File: config.mk
export PLATFORM = sky130hd
export DESIGN_NAME = op2bit
export DESIGN_NICKNAME = d
export VERILOG_FILES = /design/src/rtl/op2bit_pkg.sv /design/src/rtl/op2bit_core.sv /design/src/rtl/op2bit.sv
export SDC_FILE = /design/constraint.sdc
export NUM_CORES = 1
export LEC_CHECK = 0
export CAP_MARGIN = 10
export CORE_MARGIN = 5
export CORE_UTILIZATION = 35
export CTS_CLUSTER_DIAMETER = 60
export DETAILED_ROUTE_END_ITERATION = 10
export GPL_TIMING_DRIVEN = 0
export PLACE_DENSITY = 0.75
export SETUP_SLACK_MARGIN = 0.15
export SLEW_MARGIN = 30
export SYNTH_ARGS = -nofsm -noshare
export SYNTH_HDL_FRONTEND = slang
export SYNTH_SLANG_ARGS = --single-unit
File: constraint.sdc
create_clock -name clk -period 0.8 [get_ports clk]
set_input_delay 0.16 -clock clk [delete_from_list [all_inputs] [get_ports clk]]
set_output_delay 0.16 -clock clk [all_outputs]
set_load 0.01 [all_outputs]
File: src/rtl/op2bit_pkg.sv
// Shared defaults and shift-mode encoding for the op2bit shifter stage.
package op2bit_pkg;

  localparam int unsigned OP2BIT_WIDTH = 32;
  localparam int unsigned OP2BIT_SHAMT = 2;

  typedef enum logic [1:0] {
    MODE_PASS = 2'd0,
    MODE_SRL  = 2'd1,
    MODE_SRA  = 2'd2,
    MODE_ROR  = 2'd3
  } shift_mode_e;

  // Priority decode: op gates everything, rotate overrides sra.
  function automatic shift_mode_e decode_mode(input logic op, input logic rotate,
                                              input logic sra);
    shift_mode_e mode;
    if (!op) begin
      mode = MODE_PASS;
    end else if (rotate) begin
      mode = MODE_ROR;
    end else if (sra) begin
      mode = MODE_SRA;
    end else begin
      mode = MODE_SRL;
    end
    return mode;
  endfunction

endpackage

File: src/rtl/op2bit_core.sv
// Combinational mode decode and fixed-distance shift/rotate mux.
module op2bit_core
  import op2bit_pkg::*;
#(
  parameter int unsigned WIDTH = OP2BIT_WIDTH,
  parameter int unsigned SHAMT = OP2BIT_SHAMT
) (
  input  logic             i_sra,
  input  logic             i_rotate,
  input  logic             i_op,
  input  logic [WIDTH-1:0] i_a,
  output logic [WIDTH-1:0] o_result_c
);

  shift_mode_e w_mode;

  assign w_mode = decode_mode(i_op, i_rotate, i_sra);

  // Select pass-through or one of the three right-shift flavours.
  always_comb begin
    o_result_c = i_a;
    unique case (w_mode)
      MODE_PASS: o_result_c = i_a;
      MODE_SRL:  o_result_c = {{SHAMT{1'b0}}, i_a[WIDTH-1:SHAMT]};
      MODE_SRA:  o_result_c = {{SHAMT{i_a[WIDTH-1]}}, i_a[WIDTH-1:SHAMT]};
      MODE_ROR:  o_result_c = {i_a[SHAMT-1:0], i_a[WIDTH-1:SHAMT]};
      default:   o_result_c = i_a;
    endcase
  end

endmodule

File: src/rtl/op2bit.sv
// Shift-by-SHAMT barrel-shifter stage with a registered output.
module op2bit
  import op2bit_pkg::*;
#(
  parameter int unsigned WIDTH = OP2BIT_WIDTH,
  parameter int unsigned SHAMT = OP2BIT_SHAMT
) (
  input  logic             clk,
  input  logic             rst_n,
  input  logic             sra,
  input  logic             rotate,
  input  logic             op,
  input  logic [WIDTH-1:0] a,
  output logic [WIDTH-1:0] out1
);

  logic [WIDTH-1:0] w_result;
  logic [WIDTH-1:0] r_out;

  op2bit_core #(
    .WIDTH (WIDTH),
    .SHAMT (SHAMT)
  ) u_core (
    .i_sra      (sra),
    .i_rotate   (rotate),
    .i_op       (op),
    .i_a        (a),
    .o_result_c (w_result)
  );

  // Output register; reset clears it immediately and discards any pending result.
  always_ff @(posedge clk or negedge rst_n) begin
    if (!rst_n) begin
      r_out <= '0;
    end else begin
      r_out <= w_result;
    end
  end

  assign out1 = r_out;

endmodule

==> impl_table.tex <==
\begin{tabular}{lr}
\hline
Metric & Value \\
\hline
\multicolumn{2}{l}{\textbf{Logic synthesis}} \\
Flop and latch count out of synthesis & 32 \\
Ys async rst share & 100.0\% \\
Most frequent cells after synthesis & sky130\_fd\_sc\_hd\_\_dfrtp\_1 (32), sky130\_fd\_sc\_hd\_\_mux2\_4 (26), sky130\_fd\_sc\_hd\_\_mux2\_2 (4), sky130\_fd\_sc\_hd\_\_buf\_12 (3) \\
Count of flip-flops with a built-in enable after synthesis & 0 \\
Most used standard cell by instance count after synthesis & sky130\_fd\_sc\_hd\_\_dfrtp\_1 \\
Cell accounting for the most synthesized area & sky130\_fd\_sc\_hd\_\_dfrtp\_1 \\
Synthesized area divided by synthesized cell count & 18.51 µm² \\
Biggest area contributors in the synthesized netlist & sky130\_fd\_sc\_hd\_\_dfrtp\_1 (59\%), sky130\_fd\_sc\_hd\_\_mux2\_4 (29\%), sky130\_fd\_sc\_hd\_\_buf\_12 (4.4\%) \\
Sequential element share of the synthesized area & 59.26\% \\
Distinct cell type count after synthesis & 12 \\
Most used flip-flop cell after synthesis & sky130\_fd\_sc\_hd\_\_dfrtp\_1 \\
Share of the synthesized area in the top cell type & 59.26\% \\
Yosys Warn Count & 0 \\
Netlist area before placement & 1351 µm² \\
Net Count, Synth & 110 \\
Number of instances in the synthesized netlist & 73 \\
\multicolumn{2}{l}{\textbf{Global route}} \\
Vias in the first global route & 1018 \\
Overall overflow remaining after global route & 0 \\
Met1 usage & 12.41\% \\
Met2 track utilization from global routing & 22.85\% \\
Initial antenna violation count & 0 \\
Met3 routing resource usage after global routing & 5.817\% \\
Global-route wire length before repair & 4.878 mm \\
Overall Global Routing Usage & 12.99\% \\
Most Used Layer, Global Route & met2 \\
Pin count of the biggest net entering global routing & 33 \\
\multicolumn{2}{l}{\textbf{Power}} \\
Power after layout & 3.718 mW \\
Pleak & 1.034 nW \\
P per Cell Area & 1821 nW/µm² \\
Worst-case vdd ir drop & 894.7 µV \\
\multicolumn{2}{l}{\textbf{Place}} \\
Placement-stage worst setup slack & -0.2854 ns \\
GPL Wtd Cong & 0.6946 \\
Buffers on Ports & 67 \\
Post-detail-place hpwl & 2.395 mm \\
Placed cell area & 2086 µm² \\
\multicolumn{2}{l}{\textbf{Setup path}} \\
Slowest Stage Delay on Critical Path & 0.37 ns \\
Worst endpoint data arrival time & 0.79 ns \\
Critical Path Source Type & flop \\
Maximum fanout along the worst path & 1 \\
Critical path buffer and inverter count & 1 \\
Path type of the worst setup path & flop to output port \\
Element type at the critical path end & output port \\
CP Data Required Time & 0.64 ns \\
Chain of cells forming the critical path & buf\_2 \\
Crit path max-delay cell type & sky130\_fd\_sc\_hd\_\_dfrtp\_1 \\
Category of cells accounting for the largest share of critical-path delay & flip-flops \\
\multicolumn{2}{l}{\textbf{Clocking}} \\
Number of H-tree branching levels & 2 \\
Max clock buf depth & 2 \\
TritonCTS Buffers & 5 \\
Root buffer cell & sky130\_fd\_sc\_hd\_\_clkbuf\_8 \\
Post-CTS clock slew at the launch and capture registers of the worst setup and hold paths & 0.06 ns \\
Clock Sink Count & 32 \\
Buffer count from post-CTS setup fixing & 0 \\
Clock tree from TritonCTS & done \\
\multicolumn{2}{l}{\textbf{Die}} \\
Number of placement rows & 22 \\
Boundary Pins & 69 \\
Core Footprint & 3689 µm² \\
Height of the die & 72.14 µm \\
Initial core utilization & 36.64\% \\
Horizontal die dimension & 72.14 µm \\
Die area & 5203 µm² \\
\multicolumn{2}{l}{\textbf{Layout}} \\
Final non-filler cell area & 2042 µm² \\
Area added between synthesis and finish & 51.11\% \\
Diodes inserted & 0 \\
Layout cell share with drive strength beyond 1 & 50.00\% \\
Flip-flop count of the largest register after layout & 32 \\
Number of nets in the layout & 184 \\
\multicolumn{2}{l}{\textbf{Timing}} \\
Worst Hold Slack & -0.07805 ns \\
Number of setup violations in the final report & 32 \\
Minimum period implied by the final worst setup slack & 0.9470 ns \\
Fin. Hold Viols & 32 \\
RSZ-0062 raised after global routing & yes \\
Highest clock rate & 1056 MHz \\
Final number of max-transition violations & 0 \\
Final period utilization & 118.4\% \\
Transition time at the pin with the least slew margin & 0.6989 ns \\
Worst max-slew margin expressed relative to the limit & 53.41\% \\
Final setup slack of the worst path & -0.1470 ns \\
\multicolumn{2}{l}{\textbf{Run status}} \\
Result of the run & finished with violations \\
Failing checks & hold timing, setup timing \\
\multicolumn{2}{l}{\textbf{Routing}} \\
Post-detailed-route count of antenna-violating nets & 0 \\
Detailed Route Iter0 Violations & 18 \\
Number of search-and-repair iterations in the first detailed-routing pass & 2 \\
DRT Wirelength & 3.006 mm \\
Total DRC errors in the routed layout & 0 \\
Wirelength per Cell & 15.34 µm \\
Vias post-DR & 873 \\
Vias/cell & 4.454 \\
\multicolumn{2}{l}{\textbf{Worst hold path}} \\
Min-delay worst type & input pin to async pin \\
\multicolumn{2}{l}{\textbf{Job}} \\
Max-capacitance violation count & 0 \\
\hline
\end{tabular}
==> logic make-up after synthesis <==
group	Yosys count	share of synthesized area, %
compound gates	3	1.852
simple gates	3	1.111
buf+inv	5	5.555
flops	32	59.26
mux	30	32.22
==> placed cells by master (no fill, tap or decap), types with 2 or more instances in the layout <==
cell / count
sky130_fd_sc_hd__buf_2: 22
sky130_fd_sc_hd__buf_6: 11
sky130_fd_sc_hd__dlygate4sd2_1: 34
sky130_fd_sc_hd__buf_12: 4
sky130_fd_sc_hd__mux2_2: 4
sky130_fd_sc_hd__dfrtp_1: 32
sky130_fd_sc_hd__clkbuf_1: 2
sky130_fd_sc_hd__clkbuf_8: 6
sky130_fd_sc_hd__mux2_4: 26
==> routing by layer <==
layer  up-vias  wire [µm]  part of all wire, %
li1        403          -                    -
met1       430       1060                   35
met2        36       1618                   54
met3         4        259                  8.6
met4         0         68                  2.3
met5         -          0                    0
==> where the power goes <==
group,total (mW),internal (mW),switching (mW)
Clock,1.22,0.700,0.525
Sequential,1.78,1.74,0.0374
Combinational,0.713,0.434,0.280
==> timing repair <==
action                                  CTS  global route
endpoints found under the hold margin    32            24
endpoints found under the setup margin   64            32
gates resized for setup                 167             6
pin swaps                                 1             0
==> how the worst max path moves through the flow <==
| stage | start | slack [ns] | end | cells past startpoint |
|---|---|---|---|---|
| floorplan | op | -0.03 | out1[0] | 3 |
| global placement | rst_n | -0.96 | out1[5] | 1 |
| detailed placement | rotate | -0.29 | out1[31] | 3 |
| CTS | out1[0] | -0.17 | out1[0] | 1 |
| global route | out1[0] | -0.19 | out1[0] | 1 |
| finish | out1[10] | -0.15 | out1[10] | 1 |
==> metrics by stage <==
stage               std cells  utilization (%)  setup TNS (ns)
global placement          188            56.68          -42.83
finish                    196            55.36          -4.057
global route              196            55.36          -5.292
floorplan                  73                -         -0.6147
detailed placement        188            56.55          -12.55
CTS                       196            54.34          -4.643
==> layout make-up <==
type	instances	area, µm²
tap	48	60.06
timing repair buffer	67	531.8
buffer	4	80.08
fill	340	1647
sequential	32	800.8
inverter	1	3.754
multi-input combinational	36	475.5
clock buffer	8	90.09
(Power assumes the default switching activity.)
